$ cat config.mk
export PLATFORM = sky130hd
export DESIGN_NAME = retire_free_queue
export DESIGN_NICKNAME = d
export VERILOG_FILES = /design/src/rtl/retire_free_queue.sv
export SDC_FILE = /design/constraint.sdc
export NUM_CORES = 1
export LEC_CHECK = 0
export ABC_CLOCK_PERIOD_IN_PS = 7190
export CORE_ASPECT_RATIO = 0.5
export CORE_MARGIN = 10
export CORE_UTILIZATION = 30
export CTS_CLUSTER_SIZE = 8
export DETAILED_ROUTE_END_ITERATION = 16
export GPL_ROUTABILITY_DRIVEN = 0
export SLEW_MARGIN = 10
export SYNTH_ARGS = -nofsm -noshare
export SYNTH_HDL_FRONTEND = slang
export SYNTH_SLANG_ARGS = --single-unit
$ cat constraint.sdc
create_clock -name clk -period 7.19 [get_ports clk]
set_input_delay 1.438 -clock clk [delete_from_list [all_inputs] [get_ports clk]]
set_output_delay 1.438 -clock clk [all_outputs]
set_load 0.01 [all_outputs]
$ cat src/rtl/retire_free_queue.sv
// Retire-side free-list feeder: absorbs up to RETIRE_WIDTH released tags per cycle
// into a circular FIFO and drains one tag per cycle into the free list.
`ifndef PHYS_REG_SZ
`define PHYS_REG_SZ 64
`endif

module retire_free_queue #(
    parameter int RETIRE_WIDTH = 2,
    parameter int DEPTH        = 8,
    parameter int TAG_W        = $clog2(`PHYS_REG_SZ),
    parameter int DROP_ZERO    = 1
) (
    input  logic                          clk,
    input  logic                          reset,
    input  logic [RETIRE_WIDTH-1:0]       retire_valid,
    input  logic [RETIRE_WIDTH*TAG_W-1:0] retire_told,
    output logic                          retire_ready,
    input  logic                          fl_full,
    output logic                          fl_push,
    output logic [TAG_W-1:0]              fl_tag,
    output logic [$clog2(DEPTH):0]        count,
    output logic                          empty,
    output logic                          overflow_err
);

    localparam int PTR_W = $clog2(DEPTH);
    localparam int CNT_W = PTR_W + 1;
    localparam logic [CNT_W-1:0] DEPTH_C = CNT_W'(DEPTH);
    localparam logic [CNT_W-1:0] RW_C    = CNT_W'(RETIRE_WIDTH);

    logic [TAG_W-1:0]        r_mem [DEPTH];
    logic [PTR_W-1:0]        r_head;
    logic [PTR_W-1:0]        r_tail;
    logic [CNT_W-1:0]        r_count;
    logic                    r_overflow;

    logic                    w_ready;
    logic                    w_empty;
    logic                    w_push;
    logic [RETIRE_WIDTH-1:0] w_elig;
    logic [CNT_W-1:0]        w_n_enq;
    logic [CNT_W-1:0]        w_n_acc;
    logic [PTR_W-1:0]        w_waddr [RETIRE_WIDTH];

    // Ready is judged from registered occupancy only; a same-cycle drain earns no credit.
    assign w_ready = (DEPTH_C - r_count) >= RW_C;
    assign w_empty = (r_count == '0);
    assign w_push  = !w_empty && !fl_full;

    // Compact eligible lanes in lane order onto consecutive slots starting at tail.
    always_comb begin
        w_n_enq = '0;
        for (int i = 0; i < RETIRE_WIDTH; i++) begin
            w_elig[i]  = retire_valid[i] &&
                         !((DROP_ZERO != 0) && (retire_told[i*TAG_W +: TAG_W] == '0));
            w_waddr[i] = r_tail + w_n_enq[PTR_W-1:0];
            if (w_elig[i]) begin
                w_n_enq = w_n_enq + 1'b1;
            end
        end
    end

    assign w_n_acc = w_ready ? w_n_enq : '0;

    always_ff @(posedge clk) begin
        if (reset) begin
            r_head     <= '0;
            r_tail     <= '0;
            r_count    <= '0;
            r_overflow <= 1'b0;
        end else begin
            r_tail  <= r_tail + w_n_acc[PTR_W-1:0];
            r_count <= r_count + w_n_acc - CNT_W'(w_push);
            if (w_push) begin
                r_head <= r_head + 1'b1;
            end
            if (!w_ready && (|retire_valid)) begin
                r_overflow <= 1'b1;
            end
        end
    end

    // Storage carries data only, so it is left out of reset.
    always_ff @(posedge clk) begin
        if (w_ready) begin
            for (int i = 0; i < RETIRE_WIDTH; i++) begin
                if (w_elig[i]) begin
                    r_mem[w_waddr[i]] <= retire_told[i*TAG_W +: TAG_W];
                end
            end
        end
    end

    assign retire_ready = w_ready;
    assign fl_push      = w_push;
    assign fl_tag       = r_mem[r_head];
    assign count        = r_count;
    assign empty        = w_empty;
    assign overflow_err = r_overflow;

endmodule

=== Word-level counts from Yosys, hierarchy flattened ===
Memories as Yosys holds them, arrays and structs flattened. A register that Yosys moved wholly into a read port is not among the register bits.
Index checks and enable logic that the tools add are counted.

* Flip-flop bits (word level): 11
* Memory bits (writable): 48
* Bits of input ports: 17
* Memories: 1

* Add/subtract/negate cells: 7
* Order comparisons: 1
* Multiplexer cells: 11
* Reduce and logical (&&, ||, !) cells: 13

{| class="wikitable"
|+ Memories
! name !! words !! bits a word !! read ports !! clocked after Yosys merged registers in !! wr ports !! RTL line !! text
|-
| r_mem || 8 || 6 || 1 || 1 || 2 || 31 || <nowiki>logic [TAG_W-1:0] r_mem [DEPTH];</nowiki>
|}

{| class="wikitable"
|+ Operators by type and width
! cell !! count
|-
| logical NOT 6 bit || 2
|-
| two-way mux 4 bit || 2
|-
| two-way mux 1 bit || 7
|-
| two-way mux 3 bit || 2
|-
| logical NOT 1 bit || 5
|-
| adder 4 bit || 1
|-
| >= comparator 4 x 2 -> 1 bit (second input constant) || 1
|-
| logical AND 1 bit || 4
|-
| logical NOT 4 bit || 1
|-
| subtractor 4 x 1 -> 4 bit || 1
|-
| subtractor 4 bit (first input constant) || 1
|-
| adder 3 x 1 -> 3 bit || 1
|-
| adder 3 x 1 -> 3 bit (second input constant) || 1
|-
| adder 3 bit || 1
|-
| adder 1 x 1 -> 2 bit (second input constant) || 1
|-
| OR reduction 2 bit || 1
|}

=== Longest topological paths before layout ===
Gate-level depths: netlist of run 1.

* Word-level depth: 9
* Mapped depth: 15
* Depth with buffers taken out: 14

=== Worst setup path before layout of run 1 ===
No wires, ideal clock.

* Path kind: input-to-reg
* From: in retire_told[4]
* To: mem r_mem[0][0] (netlist bit) (enable)
* Setup time: 0.377 ns
* Arrival time: 3.815 ns
* Data required time: 6.813 ns
* Path slack: 2.998 ns
* Cell stages on the path: 9
* Path buffers: 0
* Cells stage by stage: or4_1 o31ai_4 inv_2 ha_1 ha_1 xor2_1 a211oi_2 o211ai_4 o21ai_0

{| class="wikitable"
|+ RTL lines
! what !! RTL line !! text
|-
| from (decl) || 16 || <nowiki>input logic [RETIRE_WIDTH*TAG_W-1:0] retire_told,</nowiki>
|-
| to (decl) || 31 ||
|}

==> out/metrics.csv, run 1 <==
metric,value,unit
status,"complete, no violations",
DRC violations left,0,
# port buffers,30,
CTS tree,yes,
Final Hold Vio Count,0,
Initial Util,31.06,%
Mapped Area,0.003721,mm^2
Setup TNS Final,0,ns
Final Net Count,300,
first-pass GRT wire length,12.94,mm
post-synthesis register bit count,62,
Synth Area per Inst,15.70,um^2
Netlist cell types,41,
share of layout cells above drive strength 1,38.83,%
PwrDens,378.7,mW/mm^2
"CP delay by family, top",compound AO/OA/AOI/OAI gates,
Avg Vias per Cell,4.781,
Final Max Slew Viols,0,
Ports,31,
DRT iter0 DRCs,103,
worst-margin pin slew,1.198,ns
# setup viols final,0,
Commonest cells post-synth,"edfxtp_1, mux2_4, dfxtp_1, ha_1, inv_1",
CTS buffer count,9,
row cnt,28,
Clock Latency Late Sink,0.33,ns
post-synth net total,269,
largest net degree at the start of global routing,13,
vias in the first global route,2235,
Yosys warnings,0,
GRT Overall Usage,9.638,%
via count,2094,
arrival time worst endpoint,4.95,ns
"Data required, critical path",7.13,ns
RSZ-0062 raised after global routing,false,
sequential element share of the synthesized area,46.27,%
WL/cell,18.68,um
DP HPWL,5.811,mm
Leak,1.727,nW
Post-CTS Setup Bufs,0,
Synth Flop Type,edfxtp_1,
clk slew on worst S/H paths,0.05,ns
Post-CTS Hold Fix Bufs,0,
# Max-Cap Violations,0,
CP startpoint kind,input port,
CP peak stage delay,0.65,ns
Gate Count Post-Synth,237,
Die ar.,0.01753,mm^2
slowest cell on the critical path,or4_1,
CORE AREA,0.01198,mm^2
endpoint type of the worst setup path,register,
Tcrit/Tclk final,69.61,%
Resized Gates After CTS,0,
critical path cell sequence,"clkdlybuf4s50_1, or4_1, o31ai_4, inv_2, ha_1, ha_1, xor2_1, a211oi_2, o211ai_4, o21ai_0",
worst IR drop on VDD,128.0,uV
Worst Path Buf+Inv,2,
share of the synthesized area in the top cell type,38.74,%
slew margin rel.,19.24,%
CTS Buffer Depth,2,
H-tree depth,3,
drt first pass iters,4,
final hold slack,0.5066,ns
die height,98.75,um
antenna violations before repair,1,
Routed Antenna Nets,0,
clk sink count,62,
critical path class,in2reg,
largest area contributor in the netlist,edfxtp_1,
skew final,0.007483,ns
Tmin final,5.005,ns
synth-to-layout area growth,20.28,%
Post-synth ARST share,0,%
CP most frequent cell,ha_1,
Die Wd,177.5,um
Antenna diodes,0,
total routed wirelength,8.181,mm
Worst R2R Setup Slack,3.65,ns
Hold Path Class,reg2reg,
CTS Root Cell,clkbuf_16,
gr ovfl total,0,
"EDFF count, synth",48,
Area contributors post-synth,"edfxtp_1, mux2_4, dfxtp_1",
Max Fclk,199.8,MHz
crit-path max FO,9,
[kinds of logic after synthesis]
group           share of synthesized area, %
xor+xnor                               1.648
compound gates                         9.583
mux                                    28.72
flops                                  46.27
simple gates                           5.212
buf+inv                                3.127
fa+ha+maj                              5.447
[worst register-to-register path, cell delays in order (launching register included)]
cell      delay [ns]
dfxtp_1         0.42
inv_1           0.09
ha_1            0.24
nor2b_1         0.15
o211ai_2        0.85
nor2_4          0.16
inv_1           0.17
nand2_1         0.12
ha_1            0.34
inv_1           0.05
ha_1            0.28
a21o_1          0.18
a21oi_1         0.17
xnor2_1         0.14
nor2_1          0.05
[placed cells by master (no fill, tap or decap), types with 2 or more instances in the layout]
cell type / instances
mux2_4: 48
edfxtp_1: 48
clkdlybuf4s50_1: 30
dfxtp_1: 14
inv_1: 13
ha_1: 13
nor2_1: 12
mux4_2: 12
clkbuf_16: 9
o211ai_4: 8
mux2_2: 6
o41ai_2: 6
nand2_1: 5
a211oi_2: 4
xor2_1: 4
nor2b_1: 3
o21ai_0: 3
xnor2_1: 3
nand2b_1: 3
a21oi_1: 2
and2_1: 2
nand3_1: 2
fa_1: 2
clkinvlp_4: 2
clkinv_2: 2
[power breakdown]
| part | total [mW] | internal, mW | leakage [nW] | switching, mW |
|---|---|---|---|---|
| Clock | 0.391 | 0.232 | 0.126 | 0.160 |
| Sequential | 0.563 | 0.498 | 0.554 | 0.0646 |
| Combinational | 0.740 | 0.356 | 1.05 | 0.384 |
[registers in the layout, summed over array words and instances, names as in the netlist, named ones only]
signal / cells
count: 4
r_head: 3
r_tail: 3
r_mem: 48
overflow_err: 1
[routing by layer]
layer	part of all wire [%]	wire length [um]	vias to the layer above	global-route usage (%)
met4	1.1	87	0	3.439
met5	0	0	-	0
met2	49	4001	31	15.73
li1	-	-	980	-
met1	47	3818	1077	12.10
met3	3.3	273	6	2.513
[per-stage QoR]
stage | instance area [um^2] | std cells | util [%] | setup slack, ns | power [mW]
global placement | 4209 | 422 | 35.13 | 2.041 | 1.297
detailed placement | 4209 | 422 | 35.13 | 1.892 | 1.321
global route | 4476 | 438 | 37.35 | 2.037 | 1.798
floorplan | 3721 | 237 | - | 2.998 | 1.099
CTS | 4476 | 438 | 37.35 | 2.211 | 1.715
finish | 4476 | 438 | 37.35 | 2.185 | 1.695
[path summary, 6_finish.rpt]
kind,depth (start not counted),endpoint,startpoint
setup / recovery,10,r_mem[0][5],retire_told[3]
hold / removal,1,overflow_err,overflow_err
setup reg to reg,14,count[3],count[0]
hold reg to reg,1,overflow_err,overflow_err
[final cells by class]
cell class              instances  area [um^2]
fillers                      1121         7506
multi-input cells             151         1928
flip-flops and latches         62         1722
repair buffers                 30        300.3
clock buffers                  10        229.0
well taps                     165        206.4
inverters                      14        52.55
clock inverters                 6        37.54
Power figures use the tool's default switching activity.
==> run 2: changes to the inputs <==
--- a/config.mk
+++ b/config.mk
@@ -5,7 +5,7 @@
 export SDC_FILE = /design/constraint.sdc
 export NUM_CORES = 1
 export LEC_CHECK = 0
-export ABC_CLOCK_PERIOD_IN_PS = 7190
+export ABC_CLOCK_PERIOD_IN_PS = 4100
 export CORE_ASPECT_RATIO = 0.5
 export CORE_MARGIN = 10
 export CORE_UTILIZATION = 30
==> constraint.sdc (replaced) <==
create_clock -name clk -period 4.1 [get_ports clk]
set_input_delay 0.82 -clock clk [delete_from_list [all_inputs] [get_ports clk]]
set_output_delay 0.82 -clock clk [all_outputs]
set_load 0.01 [all_outputs]
==> run 2 against run 1 <==
  * Critical path depth grew 2
  * Via count grew 4.5%
  * Routed wire length grew 6.1%
  * Sequential power grew 72%
  * Critical endpoint is now r_mem[3][2]
  * Clock skew grew 0.00098 ns
  * Die area is the same
  * Utilization grew 1.9 points
  * Sequential share of layout area shrank 1.8 points
  * Setup slack lost 1.8 ns
  * Clock power grew 94%
  * Power grew 85%
==> out/metrics.csv, run 2 (synthesis gave the netlist of run 1 again) <==
metric,value,unit,change
RSZ-0062 raised after global routing,false,,unchanged
largest net degree at the start of global routing,13,,unchanged
final hold slack,0.4986,ns,was 0.5066 ns
CTS Root Cell,clkbuf_16,,unchanged
Comb pwr share,44.9,%,was 43.7%
synth-to-layout area growth,26.29,%,was 20.28%
Tmin final,3.676,ns,
status,"complete, no violations",,unchanged
first-pass GRT wire length,13.78,mm,was 12.94 mm
share of layout cells above drive strength 1,44.48,%,was 38.83%
WL/cell,18.70,um,was 18.68 um
endpoint type of the worst setup path,register,,unchanged
Internal Power,2.024,mW,was 1.086 mW
slowest cell on the critical path,or4_1,,unchanged
final core occ,39.22,%,was 37.35%
Die Wd,177.5,um,unchanged
Max Fclk,272.0,MHz,
CTS tree,yes,,unchanged
Hold Path Class,reg2reg,,unchanged
Post-CTS Hold Fix Bufs,0,,unchanged
Resized Gates After CTS,0,,unchanged
critical path class,in2reg,,unchanged
total routed wirelength,8.676,mm,was 8.181 mm
arrival time worst endpoint,3.71,ns,was 4.95 ns
Avg Vias per Cell,4.716,,was 4.781
DRC violations left,0,,unchanged
CTS Buffer Depth,2,,unchanged
Leak,1.873,nW,was 1.727 nW
Routed Antenna Nets,0,,unchanged
Antenna diodes,0,,unchanged
gr ovfl total,0,,unchanged
GRT Overall Usage,10.27,%,was 9.638%
via count,2188,,was 2094
# setup viols final,0,,unchanged
antenna violations before repair,0,,was 1
die height,98.75,um,unchanged
Post-CTS Setup Bufs,0,,unchanged
skew final,0.008467,ns,was 0.007483 ns
DRT iter0 DRCs,133,,was 103
CP startpoint kind,input port,,unchanged
# port buffers,30,,unchanged
worst-margin pin slew,0.8799,ns,was 1.198 ns
post-route cell area,0.004700,mm^2,was 0.004476 mm^2
Net Switching,1.104,mW,was 0.6086 mW
PwrDens,665.5,mW/mm^2,was 378.7 mW/mm^2
CORE AREA,0.01198,mm^2,unchanged
Ports,31,,unchanged
Largest register FFs,48,,unchanged
row cnt,28,,unchanged
clk sink count,62,,unchanged
Tcrit/Tclk final,89.67,%,
part of the power in registers,30.9,%,was 33.2%
CP peak stage delay,0.57,ns,was 0.65 ns
Sw Share,35.29,%,was 35.91%
# Max-Cap Violations,0,,unchanged
Die ar.,0.01753,mm^2,unchanged
critical path cell sequence,"clkdlybuf4s50_1, or4_1, o31ai_4, inv_2, ha_1, ha_1, xor2_1, a211oi_2, buf_4, o211ai_4, o41ai_2, buf_2",,"was clkdlybuf4s50_1, or4_1, o31ai_4, inv_2, ha_1, ha_1, xor2_1, a211oi_2, o211ai_4, o21ai_0"
"Data required, critical path",4.14,ns,was 7.13 ns
worst IR drop on VDD,310.9,uV,was 128.0 uV
slew margin rel.,40.70,%,was 19.24%
clk slew on worst S/H paths,0.06,ns,was 0.05 ns
CP most frequent cell,ha_1,,unchanged
Clock Latency Late Sink,0.33,ns,about the same
DP HPWL,6.530,mm,was 5.811 mm
drt first pass iters,4,,unchanged
Final Max Slew Viols,0,,unchanged
Clock Power Share,24.2,%,was 23.1%
pre-CTS WS,0.08955,ns,was 1.892 ns
crit-path max FO,7,,was 9
Area after DPL,0.004387,mm^2,was 0.004209 mm^2
setup ws final,0.4235,ns,was 2.185 ns
Initial Util,31.06,%,unchanged
Final Net Count,326,,was 300
CTS buffer count,9,,unchanged
Final Hold Vio Count,0,,unchanged
"commonest cells after routing, fill and taps aside","mux2_4, edfxtp_1, clkdlybuf4s50_1",,unchanged
Fill cells,1105,,was 1121
vias in the first global route,2409,,was 2235
Setup TNS Final,0,ns,unchanged
H-tree depth,3,,unchanged
run 2: cell types whose count changed in the layout (fill, tap and decap cells not counted):
cell / before / now
clkbuf_1: 1 / 0
clkinv_4: 0 / 2
buf_2: 0 / 1
clkinvlp_4: 2 / 1
bufinv_16: 0 / 1
buf_4: 0 / 25
clkinv_2: 2 / 1
run 2: through the flow:
step	cells	total power, mW
final	464	3.128
after floorplan	237	1.926
after detailed placement	448	2.397
after global routing	464	3.313
after CTS	464	3.161
after global placement	447	2.343
run 2: cell type report:
cell class,instances,area (um^2),share of cell area [%]
multi-input combinational,151,1928,41.03
inverter,14,52.55,1.118
tap,165,206.4,4.393
clock inverter,7,72.57,1.544
timing repair buffer,56,493.0,10.49
clock buffer,9,225.2,4.792
sequential,62,1722,36.63
run 2: layer usage:
metal | vias up | wire length [um] | global-route usage [%]
met4 | 0 | 193 | 4.777
met1 | 1105 | 3767 | 11.59
met3 | 13 | 366 | 3.085
met5 | - | 0 | 0
met2 | 44 | 4349 | 17.61
li1 | 1026 | - | -
run 2: path summary, 6_finish.rpt:
check	startpoint	endpoint	slack (ns)	cells past startpoint
setup reg to reg	count[0]	count[3]	0.95	13
hold / removal	overflow_err	overflow_err	0.50	1
setup / recovery	retire_told[2]	r_mem[3][2]	0.42	12
hold reg to reg	overflow_err	overflow_err	0.50	1
run 2: power by group through the flow:
stage	Combinational (mW)	Clock [mW]	Sequential, mW
2_1_floorplan	0.984	0	0.943
3_3_place_gp	1.37	0	0.973
3_5_place_dp	1.42	0	0.980
4_1_cts	1.42	0.768	0.968
5_1_grt	1.53	0.797	0.984
6_report	1.40	0.757	0.966
run 2: critical path, delay by kind of cell:
kind	cells	cell delay (ns)
compound gates	4	0.76
fa+ha+maj	2	0.40
simple gates	1	0.57
buf+inv	4	0.98
xor+xnor	1	0.18
==> run 3: changes to the inputs <==
--- a/config.mk
+++ b/config.mk
@@ -5,6 +5,7 @@
 export SDC_FILE = /design/constraint.sdc
 export NUM_CORES = 1
 export LEC_CHECK = 0
+export ABC_AREA = 1
 export ABC_CLOCK_PERIOD_IN_PS = 4100
 export CORE_ASPECT_RATIO = 0.5
 export CORE_MARGIN = 10
==> run 3 against run 2 <==
  * Final cell count rose by 44%
  * Die area rose by 1.4%
  * First-iteration DRC count increased by 130%
  * Synthesized area is 1.6% higher
==> out/metrics.csv, run 3 <==
metric,value,unit,change
worst IR drop on VDD,320.7,uV,was 310.9 uV
worst-margin pin slew,0.8267,ns,was 0.8799 ns
post-synthesis register bit count,62,,unchanged
largest net degree at the start of global routing,66,,was 13
Synth Flop Type,edfxtp_1,,unchanged
post-synthesis compound-gate area fraction,5.725,%,was 9.583%
"EDFF count, synth",48,,unchanged
row cnt,28,,unchanged
clk sink count,62,,unchanged
WL/cell,15.73,um,was 18.70 um
arrival time worst endpoint,3.34,ns,was 3.71 ns
endpoint type of the worst setup path,register,,unchanged
Post-Synth XOR/XNOR Area,0.4633,%,was 1.648%
clk slew on worst S/H paths,0.05,ns,was 0.06 ns
PwrDens,680.0,mW/mm^2,was 665.5 mW/mm^2
Clock Latency Late Sink,0.33,ns,about the same
Resized Gates After CTS,0,,unchanged
Die Wd,178.8,um,was 177.5 um
first-pass GRT wire length,16.93,mm,was 13.78 mm
vias in the first global route,3182,,was 2409
Netlist cell types,26,,was 41
gr ovfl total,0,,unchanged
Leak,1.875,nW,was 1.873 nW
Commonest cells post-synth,"nand2_1, nor2_1, nand4_1, edfxtp_1, o21ai_0",,"was edfxtp_1, mux2_4, dfxtp_1, ha_1, inv_1"
synth-to-layout area growth,19.09,%,was 26.29%
Post-CTS Setup Bufs,0,,unchanged
Tcrit/Tclk final,81.19,%,was 89.67%
sequential element share of the synthesized area,45.53,%,was 46.27%
Avg Vias per Cell,5.013,,was 4.716
die height,99.39,um,was 98.75 um
Worst R2R Setup Slack,1.21,ns,was 0.95 ns
CTS tree,yes,,unchanged
# setup viols final,0,,unchanged
Initial Util,31.37,%,was 31.06%
Area contributors post-synth,"edfxtp_1, nand2_1, nand4_1",,"was edfxtp_1, mux2_4, dfxtp_1"
skew final,0.004922,ns,was 0.008467 ns
share of the synthesized area in the top cell type,38.12,%,was 38.74%
CP peak stage delay,0.42,ns,was 0.57 ns
Synth Area in Simple Gates,34.75,%,was 5.212%
CP startpoint kind,input port,,unchanged
Post-Synth Adder-Cell Area,5.361,%,was 5.447%
"Data required, critical path",4.11,ns,was 4.14 ns
Synth Area per Inst,7.960,um^2,was 15.70 um^2
slowest cell on the critical path,clkdlybuf4s50_1,,was or4_1
Max Fclk,300.4,MHz,was 272.0 MHz
Gate Count Post-Synth,475,,was 237
critical path class,in2reg,,unchanged
drt first pass iters,5,,was 4
Yosys warnings,0,,unchanged
Post-CTS Hold Fix Bufs,0,,unchanged
GRT Overall Usage,12.04,%,was 10.27%
CORE AREA,0.01205,mm^2,was 0.01198 mm^2
via count,3344,,was 2188
CTS buffer count,9,,unchanged
CTS Buffer Depth,2,,unchanged
DP HPWL,7.553,mm,was 6.530 mm
Die ar.,0.01777,mm^2,was 0.01753 mm^2
Critical path origin,retire_told[4],,was retire_told[2]
Mapped Area,0.003781,mm^2,was 0.003721 mm^2
"most common cell after layout, fill and taps aside",nand2_1,,
Antenna diodes,0,,unchanged
slew margin rel.,44.81,%,was 40.70%
Final Hold Vio Count,0,,unchanged
post-synthesis mux area share,0,%,was 28.72%
Hold Path Origin,overflow_err,,unchanged
H-tree depth,3,,unchanged
worst r2r src,count[1],,was count[0]
Final Max Slew Viols,0,,unchanged
Reg-to-Reg End,count[2],,was count[3]
largest family of logic cells by synthesized area,simple AND/OR/NAND/NOR gates,,was multiplexers
crit-path max FO,10,,was 7
antenna violations before repair,0,,unchanged
Routed Antenna Nets,0,,unchanged
DRT iter0 DRCs,302,,was 133
Hold Path Class,reg2reg,,unchanged
Largest register FFs,48,,unchanged
Tmin final,3.329,ns,was 3.676 ns
share of layout cells above drive strength 1,9.960,%,was 44.48%
total routed wirelength,10.50,mm,was 8.676 mm
critical path cell sequence,"clkdlybuf4s50_1, nor2_1, nand3_1, nand2_1, clkinv_1, ha_1, ha_1, inv_1, nand3_1, nor2_2, nand3_2, nand2_1",,"was clkdlybuf4s50_1, or4_1, o31ai_4, inv_2, ha_1, ha_1, xor2_1, a211oi_2, buf_4, o211ai_4, o41ai_2, buf_2"
CTS Root Cell,clkbuf_16,,unchanged
RSZ-0062 raised after global routing,false,,unchanged
# port buffers,30,,unchanged
Final Net Count,529,,was 326
Setup TNS Final,0,ns,unchanged
# Max-Cap Violations,0,,unchanged
worst setup path endpoint,r_mem[1][5],,was r_mem[3][2]
DRC violations left,0,,unchanged
most frequent cell after synthesis,nand2_1,,
Post-synth ARST share,0,%,unchanged
"commonest cells after routing, fill and taps aside","nand2_1, nor2_1, nand4_1",,"was mux2_4, edfxtp_1, clkdlybuf4s50_1"
status,"complete, no violations",,unchanged
final core occ,37.36,%,was 39.22%
Worst Reg2Reg Path Length in Cells,11,,was 13
post-synth net total,507,,was 269
Ports,31,,unchanged
largest area contributor in the netlist,edfxtp_1,,unchanged
[run 3: worst max-delay path: cells and delay by family]
kind                     cells  cell delay, ns
AND/OR/NAND/NOR              7            1.20
buffers and inverters        3            0.73
adder cells (fa/ha/maj)      2            0.58
[run 3: through the flow]
stage / setup slack, ns / cell area, um^2 / hold slack (ns) / total power [mW] / cells
6_report: 0.7711 / 4503 / 0.4559 / 3.062 / 667
2_1_floorplan: 1.100 / 3781 / 0.4334 / 1.919 / 475
3_5_place_dp: 0.4749 / 4213 / 0.4438 / 2.329 / 651
3_3_place_gp: 0.5446 / 4213 / 0.4447 / 2.308 / 651
5_1_grt: 0.5489 / 4503 / 0.4826 / 3.291 / 667
4_1_cts: 0.8160 / 4503 / 0.4588 / 3.077 / 667
[run 3: kinds of logic (layout without fill, tap and decap cells)]
kind of cell | Yosys count | in the layout
AND/OR/NAND/NOR | 288 | 288
buffers and inverters | 65 | 92
flip-flops | 62 | 62
AO/OA/AOI/OAI | 43 | 43
adder cells (fa/ha/maj) | 15 | 15
XOR/XNOR | 2 | 2
[run 3: worst min-delay path by stage]
stage | depth (start not counted) | endpoint | slack (ns)
3_5_place_dp | 2 | overflow_err | 0.44
3_3_place_gp | 2 | overflow_err | 0.44
4_1_cts | 2 | overflow_err | 0.46
5_1_grt | 2 | overflow_err | 0.48
6_report | 2 | overflow_err | 0.46
2_1_floorplan | 2 | register | 0.43
[run 3: layout make-up]
type	count	area [um^2]
fillers	1245	7548
clock inverters	7	65.06
repair buffers	45	412.9
well taps	165	206.4
inverters	31	116.4
clock buffers	9	225.2
flip-flops and latches	62	1722
multi-input cells	348	1755
[run 3: per-layer routing]
layer / GRT usage (%) / vias up / wire length, um
li1: - / 1654 / -
met1: 16.36 / 1540 / 4975
met2: 17.82 / 128 / 4570
met3: 2.755 / 22 / 724
met4: 5.370 / 0 / 225
met5: 0 / - / 0
[run 3: power by group]
part / switching (mW) / internal, mW
sequential: 0.0991 / 0.882
clock: 0.270 / 0.464
combinational: 0.875 / 0.472
total: 1.24 / 1.82
